File: src/rtl/iop_mem_arbiter.sv
// ---------------------------------------------------------------------------
// iop_mem_arbiter
//
// Purpose:
//   Shares one synchronous single-port byte SRAM between the IOP data port
//   (separate read and write request lines) and a host byte port. Accesses
//   are serialised with round-robin fairness between IOP and host, and each
//   access is stretched by a fixed number of SRAM wait states.
//
// Ports:
//   sysclk, sysrst               clock (rising edge), async active-low reset
//   iop_raddr/iop_read           IOP read request (level, held until iop_rrdy)
//   iop_rdata/iop_rrdy           IOP read data and one-cycle completion pulse
//   iop_waddr/iop_wdata/iop_write IOP write request (level, held until iop_wrdy)
//   iop_wrdy                     IOP write completion pulse
//   host_req/host_we/host_addr/host_wdata  host request (level, held until ack)
//   host_rdata/host_ack          host read data and completion pulse
//   mem_ce/mem_we/mem_addr/mem_wdata       SRAM command (registered)
//   mem_rdata                    SRAM read data, valid one cycle after mem_ce
// ---------------------------------------------------------------------------
module iop_mem_arbiter #(
    parameter int AW          = 24,
    parameter int MEM_AW      = 12,
    parameter int WAIT_CYCLES = 0
) (
    input  logic              sysclk,
    input  logic              sysrst,
    input  logic [AW-1:0]     iop_raddr,
    input  logic              iop_read,
    output logic [7:0]        iop_rdata,
    output logic              iop_rrdy,
    input  logic [AW-1:0]     iop_waddr,
    input  logic [7:0]        iop_wdata,
    input  logic              iop_write,
    output logic              iop_wrdy,
    input  logic              host_req,
    input  logic              host_we,
    input  logic [AW-1:0]     host_addr,
    input  logic [7:0]        host_wdata,
    output logic [7:0]        host_rdata,
    output logic              host_ack,
    output logic              mem_ce,
    output logic              mem_we,
    output logic [MEM_AW-1:0] mem_addr,
    output logic [7:0]        mem_wdata,
    input  logic [7:0]        mem_rdata
);

    typedef enum logic [1:0] {
        ST_IDLE   = 2'd0,
        ST_ACCESS = 2'd1,
        ST_WAIT   = 2'd2,
        ST_DONE   = 2'd3
    } state_t;

    localparam logic       SRC_IOP   = 1'b0;
    localparam logic       SRC_HOST  = 1'b1;
    localparam logic [3:0] WAIT_INIT = 4'(WAIT_CYCLES);

    // Address lies inside the physical SRAM when all bits above MEM_AW are zero.
    function automatic logic in_range_f(input logic [AW-1:0] addr);
        return (addr[AW-1:MEM_AW] == {(AW-MEM_AW){1'b0}});
    endfunction

    state_t          state_q, state_d;
    logic            last_grant_q, last_grant_d;
    logic            src_q, src_d;
    logic            we_q, we_d;
    logic [AW-1:0]   addr_q, addr_d;
    logic [7:0]      wdata_q, wdata_d;
    logic [3:0]      cnt_q, cnt_d;
    logic            mem_ce_q, mem_ce_d;
    logic            mem_we_q, mem_we_d;
    logic            iop_rrdy_q, iop_rrdy_d;
    logic            iop_wrdy_q, iop_wrdy_d;
    logic            host_ack_q, host_ack_d;
    logic [7:0]      iop_rdata_q, iop_rdata_d;
    logic [7:0]      host_rdata_q, host_rdata_d;

    logic            iop_pend_s;
    logic            grant_iop_s;
    logic            sel_src_s;
    logic            sel_we_s;
    logic [AW-1:0]   sel_addr_s;
    logic [7:0]      sel_wdata_s;
    logic            sel_in_range_s;
    logic [7:0]      rdata_eff_s;
    logic            go_done_s;

    // Request selection: when both sides are pending the side not served last wins.
    // An IOP write takes precedence over a simultaneous IOP read.
    assign iop_pend_s     = iop_read | iop_write;
    assign grant_iop_s    = iop_pend_s & (~host_req | (last_grant_q == SRC_HOST));
    assign sel_src_s      = grant_iop_s ? SRC_IOP : SRC_HOST;
    assign sel_we_s       = grant_iop_s ? iop_write : host_we;
    assign sel_addr_s     = grant_iop_s ? (iop_write ? iop_waddr : iop_raddr) : host_addr;
    assign sel_wdata_s    = grant_iop_s ? iop_wdata : host_wdata;
    assign sel_in_range_s = in_range_f(sel_addr_s);

    // Out-of-range reads never touched the SRAM and return all ones.
    assign rdata_eff_s    = in_range_f(addr_q) ? mem_rdata : 8'hFF;

    // Next-state and registered-output computation for the access sequencer.
    always_comb begin
        state_d      = state_q;
        last_grant_d = last_grant_q;
        src_d        = src_q;
        we_d         = we_q;
        addr_d       = addr_q;
        wdata_d      = wdata_q;
        cnt_d        = cnt_q;
        mem_ce_d     = 1'b0;
        mem_we_d     = 1'b0;
        iop_rdata_d  = iop_rdata_q;
        host_rdata_d = host_rdata_q;
        go_done_s    = 1'b0;
        case (state_q)
            ST_IDLE: begin
                if (iop_pend_s || host_req) begin
                    state_d      = ST_ACCESS;
                    last_grant_d = sel_src_s;
                    src_d        = sel_src_s;
                    we_d         = sel_we_s;
                    addr_d       = sel_addr_s;
                    wdata_d      = sel_wdata_s;
                    mem_ce_d     = sel_in_range_s;
                    mem_we_d     = sel_in_range_s & sel_we_s;
                end else begin
                    state_d = ST_IDLE;
                end
            end
            ST_ACCESS: begin
                if (WAIT_INIT == 4'd0) begin
                    state_d   = ST_DONE;
                    go_done_s = 1'b1;
                end else begin
                    state_d = ST_WAIT;
                    cnt_d   = WAIT_INIT;
                end
            end
            ST_WAIT: begin
                if (cnt_q <= 4'd1) begin
                    state_d   = ST_DONE;
                    cnt_d     = 4'd0;
                    go_done_s = 1'b1;
                end else begin
                    cnt_d = cnt_q - 4'd1;
                end
            end
            ST_DONE: begin
                state_d = ST_IDLE;
                if (!we_q && (src_q == SRC_IOP)) begin
                    iop_rdata_d = rdata_eff_s;
                end else if (!we_q) begin
                    host_rdata_d = rdata_eff_s;
                end else begin
                    iop_rdata_d  = iop_rdata_q;
                    host_rdata_d = host_rdata_q;
                end
            end
            default: begin
                state_d = ST_IDLE;
            end
        endcase
        // Completion pulses are registered so they line up with the DONE cycle.
        iop_rrdy_d = go_done_s & (src_q == SRC_IOP) & ~we_q;
        iop_wrdy_d = go_done_s & (src_q == SRC_IOP) & we_q;
        host_ack_d = go_done_s & (src_q == SRC_HOST);
    end

    // State and output registers; asynchronous reset clears everything.
    always_ff @(posedge sysclk or negedge sysrst) begin
        if (!sysrst) begin
            state_q      <= ST_IDLE;
            last_grant_q <= SRC_HOST;
            src_q        <= SRC_IOP;
            we_q         <= 1'b0;
            addr_q       <= {AW{1'b0}};
            wdata_q      <= 8'h00;
            cnt_q        <= 4'd0;
            mem_ce_q     <= 1'b0;
            mem_we_q     <= 1'b0;
            iop_rrdy_q   <= 1'b0;
            iop_wrdy_q   <= 1'b0;
            host_ack_q   <= 1'b0;
            iop_rdata_q  <= 8'h00;
            host_rdata_q <= 8'h00;
        end else begin
            state_q      <= state_d;
            last_grant_q <= last_grant_d;
            src_q        <= src_d;
            we_q         <= we_d;
            addr_q       <= addr_d;
            wdata_q      <= wdata_d;
            cnt_q        <= cnt_d;
            mem_ce_q     <= mem_ce_d;
            mem_we_q     <= mem_we_d;
            iop_rrdy_q   <= iop_rrdy_d;
            iop_wrdy_q   <= iop_wrdy_d;
            host_ack_q   <= host_ack_d;
            iop_rdata_q  <= iop_rdata_d;
            host_rdata_q <= host_rdata_d;
        end
    end

    // The SRAM delivers read data in the DONE cycle itself, so during the
    // ready pulse the data is forwarded; the register holds it afterwards.
    assign iop_rdata  = iop_rrdy_q ? rdata_eff_s : iop_rdata_q;
    assign host_rdata = (host_ack_q && !we_q) ? rdata_eff_s : host_rdata_q;
    assign iop_rrdy   = iop_rrdy_q;
    assign iop_wrdy   = iop_wrdy_q;
    assign host_ack   = host_ack_q;
    assign mem_ce     = mem_ce_q;
    assign mem_we     = mem_we_q;
    assign mem_addr   = addr_q[MEM_AW-1:0];
    assign mem_wdata  = wdata_q;

endmodule

File: config.mk
export PLATFORM = sky130hd
export DESIGN_NAME = iop_mem_arbiter
export DESIGN_NICKNAME = d
export VERILOG_FILES = /design/src/rtl/iop_mem_arbiter.sv
export SDC_FILE = /design/constraint.sdc
export NUM_CORES = 1
export LEC_CHECK = 0
export ABC_AREA = 0
export BUFFER_PORTS_ARGS = -buffer_cell sky130_fd_sc_hd__buf_2
export CAP_MARGIN = 10
export CORE_MARGIN = 2
export CORE_UTILIZATION = 44
export DETAILED_ROUTE_END_ITERATION = 8
export GPL_TIMING_DRIVEN = 0
export PLACE_DENSITY = 0.87
export RECOVER_POWER = 25
export SLEW_MARGIN = 20
export SYNTH_ARGS = -nofsm -noshare
export SYNTH_HDL_FRONTEND = slang
export SYNTH_SLANG_ARGS = --single-unit
File: constraint.sdc
create_clock -name sysclk -period 1.89 [get_ports sysclk]
set_clock_uncertainty 0.15 [all_clocks]
set_input_delay 0 -clock sysclk [delete_from_list [all_inputs] [get_ports sysclk]]
set_output_delay 0 -clock sysclk [all_outputs]
set_load 0.005 [all_outputs]
# ---- Word level (Yosys, flattened, before mapping)
# Index checks and enable logic that the tools add are counted.
# W data, S select, Z words.
dict set report classes {
  mux 18
  n_reduce_logical 10
  bitwise 12
  n_eq_ne 4
  magnitude_cmp 1
  n_addsub 1
}
# op count
set ops {}
lappend ops {{$mux W24} 2}
lappend ops {{$mux W8} 4}
lappend ops {{$logic_not A12 Y1} 2}
lappend ops {{$mux W1} 8}
lappend ops {{$pmux W2 S4} 1}
lappend ops {{$and A1 B1 Y1} 6}
lappend ops {{$eq A2 B2 Y1 const B} 2}
lappend ops {{$le A4 B1 Y1 const B} 1}
lappend ops {{$mux W4} 1}
lappend ops {{$not A1 Y1} 4}
lappend ops {{$reduce_and A2 Y1} 2}
lappend ops {{$sub A4 B1 Y4 const B} 1}
lappend ops {{$reduce_and A3 Y1} 1}
lappend ops {{$eq A2 B1 Y1 const B} 1}
lappend ops {{$logic_and A1 B1 Y1} 2}
lappend ops {{$logic_not A2 Y1} 1}
lappend ops {{$mux W2} 1}
lappend ops {{$ne A2 B2 Y1 const B} 1}
lappend ops {{$or A1 B1 Y1} 2}
lappend ops {{$pmux W1 S2} 1}
lappend ops {{$logic_not A1 Y1} 1}
lappend ops {{$logic_or A1 B1 Y1} 1}
dict set report word_totals {
  reg_bits 62
}

# ---- Logic depth before layout (Yosys ltp)
# Gate-level depths: netlist of run 1.
dict set report depth {
  depth_word 8
  depth_mapped 7
}

# ---- Least setup slack after synthesis of run 1
# OpenSTA, ideal clock, no wires.
dict set report synth_timing {
  path_kind {register -> register}
  from {register last_grant_q}
  to {register mem_ce_q (netlist: mem_ce)}
  t_arrival_ns 1.632
  path_stages_with_launch 7
  n_path_buf 1
  path_slack_ns 0.040
  setup_ns 0.068
  path_cell_list {dfstp_2 > and2b_4 > nor2_2 > buf_4 > a21oi_1 > nor4_2 > and4_1}
}
dict set report synth_via {
  elab_chain_len 6
}
# element line
set synth_rtl {}
lappend synth_rtl {{from (decl)} 66} ;# logic last_grant_q, last_grant_d;
lappend synth_rtl {{from (signal assigned)} 190} ;# last_grant_q <= last_grant_d;
lappend synth_rtl {{$or A1 B1 Y1} 93} ;# assign grant_iop_s = iop_pend_s & (~host_req | (last_grant_q == SRC_HOST));
lappend synth_rtl {{$and A1 B1 Y1} 93}
lappend synth_rtl {{$mux W24} 96} ;# assign sel_addr_s = grant_iop_s ? (iop_write ? iop_waddr : iop_raddr) : host_addr;
lappend synth_rtl {{$logic_not A12 Y1} 62} ;# return (addr[AW-1:MEM_AW] == {(AW-MEM_AW){1'b0}});
lappend synth_rtl {{$mux W1} 119} ;# if (iop_pend_s || host_req) begin
lappend synth_rtl {{$mux W1} 117} ;# case (state_q)
lappend synth_rtl {{net mem_ce_d} 72} ;# logic mem_ce_q, mem_ce_d;
lappend synth_rtl {{to (signal assigned)} 196} ;# mem_ce_q <= mem_ce_d;
lappend synth_rtl {{to (decl)} 72}
# The timed path passes the listed nets, and every way through them passes these cells.
# A chain may end at the register's enable or synchronous reset.

# ---- Worst setup path after layout of run 1
# Ends and elaborated chain as after synthesis.

==> impl_metrics.toml, run 1 <==
[setup_path]
cp.required_ns = 1.99
cpPeakStageDelay_ns = 0.54
crit_buf_inv = 0
worstPathMaxFanout = 5
cpLargestDelayFamily = "simple AND/OR/NAND/NOR gates"
cp-start-kind = "flip-flop"
crit_path_top_delay_cell = "dfstp_2"
critical_path_class = "reg2reg"
crit_arrival_ns = 2.15
path_cells = "and2b_4, a2111oi_4, o22ai_1, nor4_2, and4_1"
worst_setup_path_end_kind = "flip-flop"

[logic_synthesis]
ys_types = 43
synthCells = 373
synth.ff_latch_count = 62
synthTopCellsByCount = "o21ai_0, nand2_1, dfrtp_1"
synth_top_cell_by_area = "dfrtp_1"
synth_area_um2 = 3420
synth.area.mux_share_pct = 9.15
synth-simple-area-share_pct = 16.7
synth-compound-area-share_pct = 18.4
ys_async_sr_fraction_pct = 100
synth.avg_cell_area_um2 = 9.16
synth-edff-count = 0
yosys-top-cells-area = "dfrtp_1, o21ai_0, mux2i_1, nand2_1, a21oi_1"
synth_xor_area_share_pct = 0
ys_seq_area_share_pct = 45.4
synthFlopType = "dfrtp_1"
synthAdderAreaFrac_pct = 2.56
netlist.area_leader.share_pct = 44.7
syn_nets = 482
synth_top_family_by_area = "compound AO/OA/AOI/OAI gates"
ys_warn_count = 0
synth.most_common_cell = "o21ai_0"

[sta]
max_slew.worst_pin.slew_ns = 1.38
fmax_mhz = 489
hold_violations = 1
maxSlewViolCount = 0
setup_viol = 28
hold-worst-slack_ns = -0.00988
rsz0062_at_grt = "true"
fin_ws_ns = -0.157
post-route-period-util_pct = 108
fin_crit_ns = 2.05
slew_headroom_pct = 8.02

[global_route]
grt_pass1_wl_mm = 19.7
grt_overflow = 0
grt_usage_pct = 29.8
grt_pass1_vias = 4081
grt_max_degree = 63
antenna_found_initial = 0

[min_path]
hold_class = "in2reg"

[clock_network]
htreeDepth = 3
root_buffer = "clkbuf_8"
clk_path_buf_depth = 2
numCtsBuffers = 9
clk_latency_ns = 0.34
path_clk_slew_ns = 0.06
cts_tree = "done"
clkSinkCount = 62

[layout]
fin_area_um2 = 5680
area_growth_pct = 66.2
final_util_pct = 74.7
n_fill_cell = 512
stdcell_count = 726
drive_gt1_share_pct = 39.6
finalNetCount = 729

[placed_design]
port_buffers = 142
dpl_cell_area_um2 = 4260
gp_congestion = 0.850
dp_hpwl_mm = 6.98
place_inst = 617

[route]
drtIter0Drc = 284
vias_per_cell = 5.75
wl_per_cell_um = 19.1
wirelength_mm = 13.9
ant_nets = 0
drc = 0
num_vias = 4177
first_pass_iters = 5

[pwr]
clockPowerShare_pct = 15.5
p_sw_share_pct = 40.3
p_int_mw = 4.12
leakagePower_nw = 2.74
p_seq_share_pct = 35.3
p_sw_mw = 2.78
powerDensity_nw_per_um2 = 1210
share_comb_of_total_power_pct = 49.3
worst_ir_drop_vdd_v = 0.000564
total_power_mw = 6.90

[flow_run]
drv_cap = 0

[floorplanning]
initial_core_util_pct = 44.9
io-pin-count = 143
die_y_um = 92.1
coreArea_um2 = 7610
die_x_um = 92.1
die_area_um2 = 8490
num_rows = 32

[outcome]
violations = "hold timing, setup timing"
status = "complete, but fails checks"
[cell families (layout without fill, tap and decap cells)]
| family | count (synthesis) | count (layout) |
|---|---|---|
| AOI/OAI and AO/OA | 109 | 109 |
| DFF | 62 | 62 |
| and+or+nand+nor | 125 | 125 |
| muxes | 31 | 31 |
| buffers and inverters | 39 | 289 |
| adders and majority gates | 7 | 7 |
| other | 0 | 1 |
[cell usage in the layout, fill, tap and decap left out, types with 2 or more instances in the layout]
cell type,Yosys,final
ha_1,7,6
clkbuf_8,1,13
inv_1,5,4
o22ai_1,3,3
buf_8,1,3
o21ai_1,0,22
a21oi_1,24,15
nor2_4,0,9
nor2b_1,3,3
nor4_2,1,2
mux2_2,2,2
mux2i_1,29,26
clkbuf_4,0,3
dlygate4sd3_1,0,78
nor4_4,0,3
and4_1,2,2
buf_4,15,24
nand2_1,64,64
o31ai_1,5,3
o31ai_2,0,2
buf_12,1,4
nor2_1,28,20
nor3b_1,3,2
buf_6,2,4
mux2i_2,0,3
dfrtp_1,61,60
a2111oi_4,1,4
clkbuf_1,7,7
a21oi_2,0,9
o21a_1,2,2
clkbuf_2,1,5
o21ai_2,0,3
o21ai_0,68,43
buf_2,6,140
nand3_1,7,6
[what timing repair did]
| action | CTS | global route |
|---|---|---|
| hold buffers | 77 | 1 |
| pin swaps | 9 | 24 |
| setup endpoints to repair | 46 | 63 |
| cloned | 0 | 2 |
| setup buffers | 8 | 7 |
| resized for setup | 30 | 68 |
| hold endpoints to repair | 110 | 1 |
[path summary, 6_finish.rpt]
kind	start	depth (start not counted)	to	slack, ns
max	last_grant_q$_DFFE_PN1P_	5	mem_ce$_DFF_PN0_	-0.16
min	iop_raddr[10]	5	addr_q[10]$_DFFE_PN0P_	-0.01
max reg2reg	last_grant_q$_DFFE_PN1P_	5	mem_ce$_DFF_PN0_	-0.16
min reg2reg	host_rdata_q[0]$_DFFE_PN0P_	2	host_rdata_q[0]$_DFFE_PN0P_	0.33
max in group asynchronous	sysrst	2	addr_q[18]$_DFFE_PN0P_	0.28
min in group asynchronous	sysrst	2	addr_q[3]$_DFFE_PN0P_	0.38
[through the flow]
step | setup slack, ns | setup TNS [ns] | hold WS (ns)
floorplan | 0.0399 | 0 | -0.446
global placement | -0.292 | -2.96 | 0.136
detailed placement | -0.313 | -3.95 | -0.0208
CTS | -0.111 | -0.194 | -0.0596
global route | -0.183 | -3.32 | 0.0344
finish | -0.157 | -1.12 | -0.00988
[routing by layer]
metal  global-route usage [%]  vias up  wire [um]
met1                     32.0     1929       4600
met5                        0        -          0
met3                     5.83      121       1000
li1                         -     1789          -
met4                     20.5        0       1250
met2                     52.7      338       7050
[power by group through the flow]
stage                     logic (mW)  clock network (mW)  registers, mW
after floorplan                 1.66                   0           2.22
after global placement          2.47                   0           2.27
final                           3.40                1.07           2.43
after CTS                       2.87                1.05           2.31
after global routing            3.69                1.12           2.50
after detailed placement        2.56                   0           2.30
[final cells by class]
cell class,instances,area (um2),area share [%]
antenna,1,2.50,0.0440
buffer,34,283,4.98
clock buffer,13,169,2.97
clock inverter,1,5.00,0.0881
inverter,5,18.8,0.330
multi-input combinational,272,1850,32.6
sequential,62,1550,27.4
tap,102,128,2.25
timing repair buffer,236,1670,29.4
[state kept, by name, indices dropped and copies added, names as in the netlist]
signal,cells
addr_q,24
cnt_q,4
host_ack,1
host_rdata_q,8
iop_rdata_q,8
iop_rrdy,1
iop_wrdy,1
last_grant_q,1
mem_ce,1
mem_wdata,8
mem_we,1
src_q,1
state_q,2
we_q,1
[worst register-to-register path: cells and delay by family (launching register included)]
kind	cells	cell delay (ns)
flops	1	0.54
simple gates	3	0.88
compound gates	2	0.40
Note: power is estimated with default switching activity, not from simulation.
==> run 2: changes to the inputs <==
--- a/config.mk
+++ b/config.mk
@@ -5,7 +5,7 @@
 export SDC_FILE = /design/constraint.sdc
 export NUM_CORES = 1
 export LEC_CHECK = 0
-export ABC_AREA = 0
+export ABC_AREA = 1
 export BUFFER_PORTS_ARGS = -buffer_cell sky130_fd_sc_hd__buf_2
 export CAP_MARGIN = 10
 export CORE_MARGIN = 2
@@ -14,7 +14,7 @@
 export GPL_TIMING_DRIVEN = 0
 export PLACE_DENSITY = 0.87
 export RECOVER_POWER = 25
-export SLEW_MARGIN = 20
+export SLEW_MARGIN = 25
 export SYNTH_ARGS = -nofsm -noshare
 export SYNTH_HDL_FRONTEND = slang
 export SYNTH_SLANG_ARGS = --single-unit
==> run 2 against run 1 <==
Clock power fell by 4%. Synthesized cell count rose by 27%. Highest routed layer unchanged. The flow still finishes with violations (hold timing, setup timing). Worst setup slack improved by 0.13 ns.
==> impl_metrics.toml, run 2 <==
[layout]
final_common_cell = "nand2_1"
finalNetCount = 840
drive_gt1_share_pct = 28.6
largest_reg_flops = 24
area_growth_pct = 61.8
largest-register = "addr_q"
final_util_pct = 73.3
fin_area_um2 = 5670
n_fill_cell = 512
layout_common_cells = "nand2_1, buf_2, dlygate4sd3_1"

[logic_synthesis]
synthFlopType = "dfrtp_1"
ys_types = 32
yosys-top-cells-area = "dfrtp_1, nand2_1, o21ai_0, inv_1, a21oi_1"
netlist.area_leader.share_pct = 43.6
synth.ff_latch_count = 62
synth.avg_cell_area_um2 = 7.37
synth-compound-area-share_pct = 16.7
synthTopCellsByCount = "nand2_1, o21ai_0, dfrtp_1"
synth.area.mux_share_pct = 0
synthAdderAreaFrac_pct = 2.50
synth_area_um2 = 3500
ys_async_sr_fraction_pct = 100
synth_top_family_by_area = "simple AND/OR/NAND/NOR gates"
synth-simple-area-share_pct = 24.2
synth-edff-count = 0
synthCells = 475
synth_xor_area_share_pct = 0.250
ys_warn_count = 0
syn_nets = 584
synth_top_cell_by_area = "dfrtp_1"
ys_seq_area_share_pct = 44.3
synth.most_common_cell = "nand2_1"

[sta]
hold_violations = 1
slew_headroom_pct = 10.1
fmax_mhz = 521
fin_crit_ns = 1.92
post-route-period-util_pct = 102
max_slew.worst_pin.slew_ns = 1.35
setup_viol = 1
rsz0062_at_grt = "true"
fin_ws_ns = -0.0286
maxSlewViolCount = 0
hold-worst-slack_ns = -0.00238

[route]
wl_per_cell_um = 15.8
vias_per_cell = 5.20
wirelength_mm = 13.2
num_vias = 4349
first_pass_iters = 5
drc = 0
drtIter0Drc = 243
ant_nets = 0

[clock_network]
root_buffer = "clkbuf_8"
cts_tree = "done"
numCtsBuffers = 9
htreeDepth = 3
clkSinkCount = 62
clk_latency_ns = 0.33
clk_path_buf_depth = 2
path_clk_slew_ns = 0.06

[global_route]
grt_max_degree = 63
antenna_found_initial = 1
grt_overflow = 0
grt_pass1_vias = 4500
grt_pass1_wl_mm = 20.1
grt_usage_pct = 29.9

[floorplanning]
die_x_um = 93.2
num_rows = 32
die_area_um2 = 8690
initial_core_util_pct = 45.3
die_y_um = 93.2
io-pin-count = 143
coreArea_um2 = 7730

[pwr]
leakagePower_nw = 2.96
powerDensity_nw_per_um2 = 1170
worst_ir_drop_vdd_v = 0.000454

[setup_path]
worstPathMaxFanout = 8
path_cells = "nor4_4, nor2b_4, buf_12, nand2_4, nand2_1, o21ai_0, buf_2"
cpPeakStageDelay_ns = 0.41
worst_setup_path_end_kind = "primary output"
cp.required_ns = 1.74
crit_path_top_delay_cell = "dfrtp_1"
crit_arrival_ns = 1.77
critical_path_class = "reg2out"
cp-start-kind = "flip-flop"

[outcome]
status = "complete, but fails checks"
violations = "hold timing, setup timing"

[placed_design]
port_buffers = 142
pre_cts_ws_ns = 0.0800
gp_congestion = 0.869
dp_hpwl_mm = 6.91
dpl_cell_area_um2 = 4340

[min_path]
hold_class = "in2reg"

[flow_run]
drv_cap = 0
run 2: path summary, 6_finish.rpt:
check	startpoint	to	slack, ns	cells past startpoint
max	addr_q[21]$_DFFE_PN0P_	iop_rdata[5]	-0.03	7
min	iop_raddr[21]	addr_q[21]$_DFFE_PN0P_	-0.002	5
max reg2reg	last_grant_q$_DFFE_PN1P_	mem_we$_DFF_PN0_	0.03	9
min reg2reg	mem_wdata[4]$_DFFE_PN0P_	mem_wdata[4]$_DFFE_PN0P_	0.34	2
max in group asynchronous	sysrst	iop_rdata_q[5]$_DFFE_PN0P_	0.40	2
min in group asynchronous	sysrst	iop_rdata_q[7]$_DFFE_PN0P_	0.36	2
run 2: stage by stage:
step | std cells | total power, mW | TNS [ns] | hold slack, ns
6_report | 837 | 6.62 | -0.0286 | -0.00238
5_1_grt | 837 | 7.15 | -1.90 | 0.0517
4_1_cts | 834 | 6.41 | -0.384 | 0.00233
3_5_place_dp | 719 | 5.17 | 0 | -0.0194
3_3_place_gp | 719 | 5.02 | 0 | 0.122
2_1_floorplan | 475 | 4.09 | 0 | -0.446
run 2: where the power goes:
| group | internal (mW) | leakage [nW] | total [mW] | switching [mW] |
|---|---|---|---|---|
| registers | 1.98 | 0.745 | 2.34 | 0.365 |
| clock network | 0.567 | 0.0914 | 1.03 | 0.462 |
| logic | 1.47 | 2.13 | 3.25 | 1.78 |
| total | 4.02 | 2.96 | 6.62 | 2.61 |
run 2: area by class of cell:
cell class	instances	area [um2]	share of cell area [%]
clock inverter	1	5.00	0.0883
timing repair buffer	245	1730	30.5
antenna	1	2.50	0.0442
clock buffer	13	169	2.98
tap	102	128	2.25
buffer	35	264	4.66
sequential	62	1550	27.4
multi-input combinational	331	1630	28.8
inverter	47	184	3.25
run 2: what timing repair did:
action | CTS | global route
buffers inserted | 1 | 3
hold buffers | 100 | 3
pin swaps | 1 | 18
hold endpoints to repair | 112 | 3
setup endpoints to repair | 16 | 24
gates resized for setup | 9 | 47
run 2: logic make-up (layout without fill, tap and decap cells):
| group | after synthesis | count (layout) |
|---|---|---|
| AND/OR/NAND/NOR | 210 | 210 |
| AO/OA/AOI/OAI | 113 | 113 |
| buffers and inverters | 82 | 341 |
| flip-flops | 62 | 62 |
| adder cells (fa/ha/maj) | 7 | 7 |
| XOR/XNOR | 1 | 1 |
| other | 0 | 1 |
run 2: critical path: cells and delay by family, from the launching register on:
kind,cells,cell delay [ns]
DFF,1,0.41
AOI/OAI and AO/OA,1,0.10
buffers and inverters,2,0.33
and+or+nand+nor,4,0.62
run 2: metal layers:
layer | part of all wire (%) | track usage, % | up-vias
met5 | 0 | 0 | -
met4 | 7.6 | 22.8 | 0
met3 | 6.4 | 5.96 | 96
met2 | 51 | 53.7 | 255
met1 | 35 | 30.3 | 1991
li1 | - | - | 2007
